$ cat src/rtl/ariane_emc_pkg.sv
// ariane_emc_pkg: shared types and elaboration helpers for the APB flash reader
package ariane_emc_pkg;
  typedef enum logic [1:0] {IDLE, ACCESS, TURN, DONE} emc_state_e;
  function automatic int beats(input int dw);
    return 32 / dw;
  endfunction
  function automatic bit dw_legal(input int dw);
    return dw == 8 || dw == 16;
  endfunction
  function automatic int max3(input int a, input int b, input int c);
    return (a > b ? (a > c ? a : c) : (b > c ? b : c));
  endfunction
endpackage

$ cat src/rtl/ariane_emc_apb_flash_rd_if.sv
// ariane_emc_apb_flash_rd_if: APB3 bus bundle between crossbar and flash reader
interface ariane_emc_apb_flash_rd_if;
  logic        psel, penable, pwrite, pready, pslverr;
  logic [31:0] paddr, pwdata, prdata;
  modport master (output psel, penable, pwrite, paddr, pwdata, input prdata, pready, pslverr);
  modport slave (input psel, penable, pwrite, paddr, pwdata, output prdata, pready, pslverr);
endinterface

$ cat src/rtl/ariane_emc_timer.sv
// ariane_emc_timer: loadable down-counter that parks at zero and flags it
module ariane_emc_timer #(
  parameter int W = 4
) (
  input  logic         clk,
  input  logic         rst,
  input  logic         load,
  input  logic [W-1:0] val,
  output logic         zero
);
  logic [W-1:0] cnt;
  assign zero = cnt == '0;
  // reload on request, otherwise count down until zero
  always_ff @(posedge clk)
    if (rst) cnt <= '0;
    else if (load) cnt <= val;
    else if (!zero) cnt <= cnt - 1'b1;
endmodule

$ cat src/rtl/ariane_emc_apb_flash_rd.sv
// ariane_emc_apb_flash_rd: read-only APB3 window onto async parallel NOR flash
module ariane_emc_apb_flash_rd
  import ariane_emc_pkg::*;
#(
  parameter int ADDR_W       = 27,
  parameter int DATA_W       = 16,
  parameter int RD_WAIT      = 4,
  parameter int T_TURN       = 1,
  parameter int USE_WAIT     = 0,
  parameter int WAIT_TIMEOUT = 64,
  parameter int WR_ERR       = 1
) (
  input  logic                 clk,
  input  logic                 rst,
  ariane_emc_apb_flash_rd_if.slave apb,
  input  logic [DATA_W-1:0]    flash_dq_i,
  output logic [DATA_W-1:0]    flash_dq_o,
  output logic [DATA_W-1:0]    flash_dq_t,
  output logic [ADDR_W-1:0]    flash_a,
  output logic                 flash_ce_b,
  output logic                 flash_oe_b,
  output logic                 flash_we_b,
  output logic                 flash_adv_b,
  input  logic                 flash_wait
);
  localparam int BEATS = beats(DATA_W);
  localparam int TW = $clog2(max3(RD_WAIT, T_TURN, WAIT_TIMEOUT) + 1);
  localparam logic [TW-1:0] LD_ACC = TW'(RD_WAIT - 1);
  localparam logic [TW-1:0] LD_TURN = TW'(T_TURN - 1);
  localparam logic [TW-1:0] LD_TO = TW'(WAIT_TIMEOUT - 1);
  if (!dw_legal(DATA_W)) begin : g_bad_dw
    $error("ariane_emc_apb_flash_rd: DATA_W must be 8 or 16");
  end
  emc_state_e state, state_n;
  logic [ADDR_W-3:0] addr_q;
  logic [1:0] beat, beat_n;
  logic err, err_n, ext, ext_n, ld, zero, smp, clr, wt, last, unused;
  logic [TW-1:0] ld_val;
  logic [4:0] lsb;
  assign wt = USE_WAIT != 0 && flash_wait;
  assign last = beat == 2'(BEATS - 1);
  assign lsb = 5'(beat * DATA_W);
  assign flash_a = {addr_q, 2'(beat * (DATA_W / 8))};
  assign flash_dq_o = '0;
  assign flash_dq_t = '1;
  assign flash_we_b = 1'b1;
  assign flash_adv_b = 1'b0;
  assign unused = ^{apb.pwdata, apb.paddr[31:ADDR_W], apb.paddr[1:0]};
  ariane_emc_timer #(.W(TW)) u_timer (
    .clk  (clk),
    .rst  (rst),
    .load (ld),
    .val  (ld_val),
    .zero (zero)
  );
  // next state, timer reloads, and beat sample / timeout strobes
  always_comb begin
    state_n = state;
    beat_n = beat;
    err_n = err;
    ext_n = ext;
    ld = 1'b0;
    ld_val = LD_ACC;
    smp = 1'b0;
    clr = 1'b0;
    unique case (state)
      IDLE:
        if (apb.psel && apb.penable) begin
          if (apb.pwrite) begin
            state_n = DONE;
            err_n = WR_ERR != 0;
          end else begin
            state_n = ACCESS;
            beat_n = '0;
            err_n = 1'b0;
            ext_n = 1'b0;
            ld = 1'b1;
          end
        end
      ACCESS:
        if (!ext && zero && wt) begin
          ext_n = 1'b1;
          ld = 1'b1;
          ld_val = LD_TO;
        end else if (zero || (ext && !wt)) begin
          ext_n = 1'b0;
          smp = !wt;
          clr = wt;
          err_n = wt;
          if (T_TURN > 0) begin
            state_n = TURN;
            ld = 1'b1;
            ld_val = LD_TURN;
          end else if (wt || last) state_n = DONE;
          else begin
            beat_n = beat + 1'b1;
            ld = 1'b1;
          end
        end
      TURN:
        if (zero) begin
          if (err || last) state_n = DONE;
          else begin
            state_n = ACCESS;
            beat_n = beat + 1'b1;
            ld = 1'b1;
          end
        end
      DONE: begin
        state_n = IDLE;
        err_n = 1'b0;
      end
      default: state_n = IDLE;
    endcase
  end
  // state plus registered bus/flash strobes derived from the next state
  always_ff @(posedge clk)
    if (rst) begin
      state <= IDLE;
      addr_q <= '0;
      beat <= '0;
      err <= 1'b0;
      ext <= 1'b0;
      apb.prdata <= '0;
      apb.pready <= 1'b0;
      apb.pslverr <= 1'b0;
      flash_ce_b <= 1'b1;
      flash_oe_b <= 1'b1;
    end else begin
      state <= state_n;
      beat <= beat_n;
      err <= err_n;
      ext <= ext_n;
      if (state == IDLE && apb.psel && apb.penable && !apb.pwrite) addr_q <= apb.paddr[ADDR_W-1:2];
      if (smp) apb.prdata[lsb +: DATA_W] <= flash_dq_i;
      else if (clr) apb.prdata <= '0;
      apb.pready <= state_n == DONE;
      apb.pslverr <= state_n == DONE && err_n;
      flash_ce_b <= state_n != ACCESS;
      flash_oe_b <= state_n != ACCESS;
    end
endmodule

$ cat src/flat_wrapper.sv
// flat-port wrapper written by rule: the top's interface ports become plain ports
module ariane_emc_apb_flash_rd_flat import ariane_emc_pkg::*;
#(
  parameter int ADDR_W       = 27,
  parameter int DATA_W       = 16,
  parameter int RD_WAIT      = 4,
  parameter int T_TURN       = 1,
  parameter int USE_WAIT     = 0,
  parameter int WAIT_TIMEOUT = 64,
  parameter int WR_ERR       = 1
)
  (clk, rst, flash_dq_i, flash_dq_o, flash_dq_t, flash_a, flash_ce_b, flash_oe_b, flash_we_b, flash_adv_b, flash_wait, apb_psel, apb_penable, apb_pwrite, apb_paddr, apb_pwdata, apb_prdata, apb_pready, apb_pslverr);
  ariane_emc_apb_flash_rd_if apb_i ();
  input  logic clk;
  input  logic rst;
  input  logic [DATA_W-1:0] flash_dq_i;
  output logic [DATA_W-1:0] flash_dq_o;
  output logic [DATA_W-1:0] flash_dq_t;
  output logic [ADDR_W-1:0] flash_a;
  output logic flash_ce_b;
  output logic flash_oe_b;
  output logic flash_we_b;
  output logic flash_adv_b;
  input  logic flash_wait;
  input wire logic [$bits(apb_i.psel)-1:0] apb_psel;
  input wire logic [$bits(apb_i.penable)-1:0] apb_penable;
  input wire logic [$bits(apb_i.pwrite)-1:0] apb_pwrite;
  input wire logic [$bits(apb_i.paddr)-1:0] apb_paddr;
  input wire logic [$bits(apb_i.pwdata)-1:0] apb_pwdata;
  output wire logic [$bits(apb_i.prdata)-1:0] apb_prdata;
  output wire logic [$bits(apb_i.pready)-1:0] apb_pready;
  output wire logic [$bits(apb_i.pslverr)-1:0] apb_pslverr;
  assign apb_i.psel = apb_psel;
  assign apb_i.penable = apb_penable;
  assign apb_i.pwrite = apb_pwrite;
  assign apb_i.paddr = apb_paddr;
  assign apb_i.pwdata = apb_pwdata;
  assign apb_prdata = apb_i.prdata;
  assign apb_pready = apb_i.pready;
  assign apb_pslverr = apb_i.pslverr;
  ariane_emc_apb_flash_rd #(.ADDR_W(ADDR_W), .DATA_W(DATA_W), .RD_WAIT(RD_WAIT), .T_TURN(T_TURN), .USE_WAIT(USE_WAIT), .WAIT_TIMEOUT(WAIT_TIMEOUT), .WR_ERR(WR_ERR)) u_core (.clk(clk), .rst(rst), .apb(apb_i), .flash_dq_i(flash_dq_i), .flash_dq_o(flash_dq_o), .flash_dq_t(flash_dq_t), .flash_a(flash_a), .flash_ce_b(flash_ce_b), .flash_oe_b(flash_oe_b), .flash_we_b(flash_we_b), .flash_adv_b(flash_adv_b), .flash_wait(flash_wait));
endmodule
$ cat config.mk
export PLATFORM = sky130hd
export DESIGN_NAME = ariane_emc_apb_flash_rd_flat
export DESIGN_NICKNAME = d
export VERILOG_FILES = /design/src/rtl/ariane_emc_pkg.sv /design/src/rtl/ariane_emc_apb_flash_rd_if.sv /design/src/rtl/ariane_emc_timer.sv /design/src/rtl/ariane_emc_apb_flash_rd.sv /design/src/flat_wrapper.sv
export SDC_FILE = /design/constraint.sdc
export NUM_CORES = 1
export LEC_CHECK = 0
export BUFFER_PORTS_ARGS = -buffer_cell sky130_fd_sc_hd__buf_4
export CORE_MARGIN = 2
export CORE_UTILIZATION = 43
export DETAILED_ROUTE_END_ITERATION = 10
export PLACE_DENSITY = 0.79
export SLEW_MARGIN = 25
export SYNTH_ARGS = -nofsm -noshare
export SYNTH_HDL_FRONTEND = slang
export SYNTH_SLANG_ARGS = --single-unit
$ cat constraint.sdc
create_clock -name clk -period 2 [get_ports clk]
set_input_delay 0.2 -clock clk [delete_from_list [all_inputs] [get_ports clk]]
set_output_delay 0.2 -clock clk [all_outputs]
set_load 0.02 [all_outputs]
==> out/results.txt, run 1 <==
DR vias: 2570
Post-route DRC: 0
CTS buffer count: 9
CP Launch Type: register
CTS max path bufs: 2
Setup WS pre-CTS: 0.0671 ns
worst path cell trace: or4_4, nor4b_4, buf_12, mux2i_1, nor2_1
initial antenna violation count: 0
most common cell after layout, fill and taps aside: buf_4
layout cells sized above 1: 31.8%
Final min period: 1.85 ns
Slew Limit Headroom: 67.5%
WL/cell: 12.8 um
Lkg Pwr: 1.77 nW
1st-pass router iterations: 5
global-route wire length before repair: 11000 um
ANT cells: 0
Top FF cell, synth: dfxtp_1
count of max-cap constraint violations: 0
RSZ-0062 raised after global routing: false
Routed WL: 7000 um
Clock Pin Slew Worst Setup and Hold Paths: 0.08 ns
VDD IR max: 0.806 mV
die width: 89.0 um
number of synthesized register bits: 72
worst skew pair latency: 0.35 ns
GR Util All Layers: 18.2%
CP endpoint kind: register
DP HPWL: 4980 um
fmax: 539 MHz
Final Hold Vio Count: 0
Seq/Total Area, Yosys: 46.4%
Cells after DPL: 533
H-tree Lvls: 3
CP max stage delay: 0.57 ns
Via density: 4.68
largest net degree at the start of global routing: 42
IO Port Bufs: 107
number of synthesized flops with an enable pin: 0
status: completed
final setup fails: 0
full die area: 0.00792 mm^2
vias in the first global route: 2481
starting DRC count in detailed routing: 68
crit path kind: register to register
Die Ht: 89.0 um
Avg Inst Size Synth: 9.09 um^2
crit path max-delay cell type: or4_4
fin cells: 549
Synth Warn #: 0
cell family with most CP delay: simple AND/OR/NAND/NOR gates
Ports: 183
synthesis-to-finish area growth: 32.6%
synth unique cells: 41
row cnt: 30
Worst Skew: 0.0137 ns
crit path max fanout: 16
worst path buffer plus inverter count: 1
final antenna-violating net count: 0
Post-Route Setup TNS: 0 ns
Hold WC Path Type: primary input to register
Tcrit/Tclk final: 92.7%
Initial Utilization: 45.0%
Clock Sinks: 72
Post-Syn Area: 0.00311 mm^2
area of the core: 0.00691 mm^2
total power divided by cell area: 1180 mW/mm^2
final worst setup slack: 0.146 ns
commonest non-fill, non-tap cells in the layout: 117 x buf_4, 72 x dfxtp_1, 54 x nand2_1, 35 x nor2_1, 35 x conb_1
CTS tree: yes
Max Slew Vio Count: 0
CP arrival: 2.08 ns
ys async rst share: 0%
Overflow after GRT: 0
Worst-Margin Slew: 0.480 ns
CP Data Required Time: 2.23 ns
gpl congestion: 0.824
Post-Syn Instances: 342
Root Buffer: clkbuf_8
Nets: 537
## logic make-up after synthesis
kind of cell               synth area share [%]
other                                     0.242
buffers and inverters                      13.2
DFF                                        46.4
adders and majority gates                  1.21
AOI/OAI and AO/OA                          9.14
and+or+nand+nor                            18.8
muxes                                      11.0
## area by class of cell
cell class                 instances  area [um^2]
fill                             613         2790
sequential                        72         1440
multi-input combinational        240         1380
timing repair buffer             120          938
clock buffer                      10          128
tap                               96          120
clock inverter                     6         90.1
inverter                           5         18.8
## final timing paths
kind	to	startpoint	cells after the start	slack [ns]
setup / recovery	u_core.apb.prdata[1]	u_core.u_timer.cnt[2]	5	0.15
hold / removal	u_core.apb.prdata[6]	flash_dq_i[6]	3	0.08
setup reg to reg	u_core.apb.prdata[1]	u_core.u_timer.cnt[2]	5	0.15
hold reg to reg	u_core.addr_q[18]	u_core.addr_q[18]	2	0.46
## state kept, by name, summed over array words and instances (netlist names)
| register | count |
|---|---|
| u_core.addr_q | 25 |
| u_core.apb.prdata | 32 |
| u_core.apb.pready | 1 |
| u_core.apb.pslverr | 1 |
| u_core.beat | 2 |
| u_core.err | 1 |
| u_core.flash_ce_b | 1 |
| u_core.state | 2 |
| u_core.u_timer.cnt | 7 |
## power breakdown
| part | switching (mW) | leakage, nW | internal [mW] | total, mW |
|---|---|---|---|---|
| sequential | 0.163 | 0.584 | 1.63 | 1.80 |
| clock | 0.563 | 0.107 | 0.709 | 1.27 |
| combinational | 0.972 | 1.08 | 0.809 | 1.78 |
| total | 1.70 | 1.77 | 3.15 | 4.85 |
## tightest hold or removal path, stage by stage
cell and delay (ns):
buf_4 0.08, mux2i_1 0.05, nor2_1 0.07
## metrics by stage
stage	hold slack, ns	utilization (%)	instance area, um^2	total power, mW
3_5_place_dp	0.448	56.5	3900	3.59
2_1_floorplan	0.336	-	3230	3.10
6_report	0.0845	59.7	4120	4.85
5_1_grt	0.0777	59.7	4120	5.17
4_1_cts	0.0749	59.6	4120	4.89
3_3_place_gp	0.442	56.5	3900	3.55
## timing repair
| action | in CTS | in global routing |
|---|---|---|
| hold buffers | 0 | 0 |
| setup endpoints to repair | 0 | 23 |
| resized for setup | 0 | 1 |
| buffers inserted | 0 | 0 |
## layer usage
layer | GRT usage (%) | vias to the layer above | routed length [um]
met4 | 8.01 | 0 | 130
met1 | 19.8 | 1169 | 2790
li1 | - | 1286 | -
met2 | 31.1 | 105 | 3480
met3 | 7.57 | 10 | 605
met5 | 0 | - | 0
## synth_stat cells, types with 2 or more instances
| cell | instances | share of area, % |
|---|---|---|
| dfxtp_1 | 72 | 46 |
| or2_2 | 2 | 0.40 |
| ha_1 | 3 | 1.2 |
| nor2b_1 | 4 | 0.81 |
| a21oi_1 | 30 | 4.8 |
| inv_1 | 5 | 0.60 |
| nand2b_1 | 3 | 0.60 |
| nor3_1 | 6 | 0.97 |
| and3_1 | 3 | 0.60 |
| conb_1 | 2 | 0.24 |
| nor2_1 | 35 | 4.2 |
| mux2i_1 | 34 | 11 |
| clkbuf_1 | 13 | 1.6 |
| nand3_1 | 3 | 0.48 |
| o31ai_1 | 2 | 0.48 |
| a211oi_1 | 4 | 0.97 |
| nand2_1 | 54 | 6.5 |
| or3_1 | 2 | 0.40 |
| buf_2 | 4 | 0.64 |
| a2111oi_2 | 2 | 0.97 |
| buf_4 | 39 | 9.4 |
(Power assumes the default switching activity.)
==> inputs of run 2 (changes only) <==
- CORE_MARGIN: 2 -> default
- CORE_UTILIZATION: 43 -> 42
- CTS_BUF_LIST: default -> sky130_fd_sc_hd__clkbuf_2 sky130_fd_sc_hd__clkbuf_4 sky130_fd_sc_hd__clkbuf_8
- PLACE_DENSITY: 0.79 -> 0.78
==> out/results.txt, run 2 (synthesis results as in run 1) <==
status: completed
fmax: 525 MHz
most common cell after layout, fill and taps aside: buf_4
max reg flops: 32
DR vias: 2589
Die Ht: 88.0 um
largest registers: u_core.apb.prdata (32), u_core.addr_q (25), u_core.u_timer.cnt (7)
IO Port Bufs: 107
Via density: 4.70
CTS buffer count: 9
layout cells sized above 1: 32.3%
Clk pwr share: 25.6%
count of max-cap constraint violations: 0
Biggest register: u_core.apb.prdata
combinational share of power: 38.0%
Lkg Pwr: 1.79 nW
Slew Limit Headroom: 64.9%
worst r2r path cells: 6
Final min period: 1.90 ns
synthesis-to-finish area growth: 33.3%
global-route wire length before repair: 11100 um
worst r2r src: u_core.state[1]
Post-route DRC: 0
CTS max path bufs: 2
Clock Pin Slew Worst Setup and Hold Paths: 0.08 ns
fin util: 59.4%
die width: 88.0 um
final antenna-violating net count: 0
WHS Path Cells: 3
cts hold-fix bufs: 0
starting DRC count in detailed routing: 72
R2R Setup Slk: 0.1 ns
crit path max fanout: 28
Worst Skew: 0.0111 ns
Root Buffer: clkbuf_8
reg2reg end: u_core.u_timer.cnt[1]
FILL cells: 650
P_int: 3.21 mW
CP Launch Type: register
worst skew pair latency: 0.34 ns
net load switching power: 1.69 mW
WL/cell: 12.6 um
CP Data Required Time: 2.27 ns
DP HPWL: 5010 um
Sw Share: 34.4%
Final Hold Vio Count: 0
total power divided by cell area: 1180 mW/mm^2
Post-Route Setup TNS: 0 ns
vias in the first global route: 2532
row cnt: 30
crit path kind: register to register
largest net degree at the start of global routing: 31
area of the core: 0.00698 mm^2
CP arrival: 2.18 ns
GR Util All Layers: 18.5%
H-tree Lvls: 3
Nets: 540
Worst-Margin Slew: 0.519 ns
ANT cells: 0
Tcrit/Tclk final: 95.2%
1st-pass router iterations: 6
Initial Utilization: 44.5%
CP endpoint kind: register
Hold WC Path Type: primary input to register
CTS resizes: 0
post-CTS setup buffer count: 0
Cells after DPL: 536
full die area: 0.00775 mm^2
Flop pwr share: 36.4%
Routed WL: 6930 um
Overflow after GRT: 0
gpl congestion: 0.784
VDD IR max: 0.452 mV
hold_sp: flash_dq_i[8]
hold worst-path end: u_core.apb.prdata[24]
final setup fails: 0
RSZ-0062 raised after global routing: false
fin cells: 551
Ports: 183
initial antenna violation count: 0
commonest non-fill, non-tap cells in the layout: 120 x buf_4, 72 x dfxtp_1, 54 x nand2_1, 35 x nor2_1, 35 x conb_1
Max Slew Vio Count: 0
CTS tree: yes
Clock Sinks: 72
-- run 2: changes by cell type in the layout (fill, tap and decap cells not counted) --
cell | previous run | this run
inv_6 | 2 | 0
clkbuf_8 | 9 | 10
buf_4 | 117 | 120
clkinv_4 | 0 | 1
clkbuf_1 | 1 | 0
-- run 2: per-stage QoR --
step	total power [mW]	area (um^2)	hold WS, ns	setup WS, ns
6_report	4.90	4140	0.105	0.0959
5_1_grt	5.19	4140	0.0852	0.0167
4_1_cts	4.94	4140	0.0910	0.0139
3_5_place_dp	3.66	3920	0.447	0.0101
3_3_place_gp	3.61	3920	0.442	0.0952
2_1_floorplan	3.10	3230	0.336	0.189
-- run 2: power groups by stage --
stage / logic, mW / clock network, mW / registers (mW)
6_report: 1.86 / 1.25 / 1.78
5_1_grt: 2.03 / 1.35 / 1.81
4_1_cts: 1.87 / 1.29 / 1.78
3_5_place_dp: 1.85 / 0 / 1.81
3_3_place_gp: 1.81 / 0 / 1.80
2_1_floorplan: 1.17 / 0 / 1.93
-- run 2: layer usage --
layer  vias up  wire (um)  GRT usage, %  share of wire, %
li1       1291          -             -                 -
met3         8        454          6.22               6.6
met2        91       3590          32.8                52
met1      1199       2790          20.0                40
met5         -          0             0                 0
met4         0         91          8.50               1.3
-- run 2: how the worst max path moves through the flow --
| stage | start | end | slack [ns] | depth (start not counted) |
|---|---|---|---|---|
| final | u_core.state[1] | u_core.u_timer.cnt[1] | 0.1 | 6 |
| after global routing | u_core.u_timer.cnt[0] | u_core.flash_ce_b | 0.02 | 6 |
| after CTS | u_core.u_timer.cnt[0] | u_core.flash_ce_b | 0.01 | 6 |
| after detailed placement | u_core.u_timer.cnt[0] | u_core.flash_ce_b | 0.01 | 6 |
| after global placement | u_core.u_timer.cnt[0] | u_core.flash_ce_b | 0.1 | 6 |
| after floorplan | u_core.u_timer.cnt[2] | u_core.apb.prdata[10] | 0.19 | 6 |
-- run 2: area by class of cell --
cell class	instances	area [um^2]	share of cell area (%)
Sequential cell	72	1440	34.8
Inverter	5	18.8	0.453
Clock buffer	10	138	3.32
Multi-Input combinational cell	240	1380	33.4
Timing Repair Buffer	123	961	23.2
Tap cell	96	120	2.90
Clock inverter	5	81.3	1.96
-- run 2: worst max-delay path, cell delays in order, from the launching register on --
cell and delay [ns]:
dfxtp_1 0.35, buf_4 0.18, nor4bb_1 0.50, nand2b_1 0.16, buf_4 0.27, a21oi_1 0.23
a311o_1 0.15
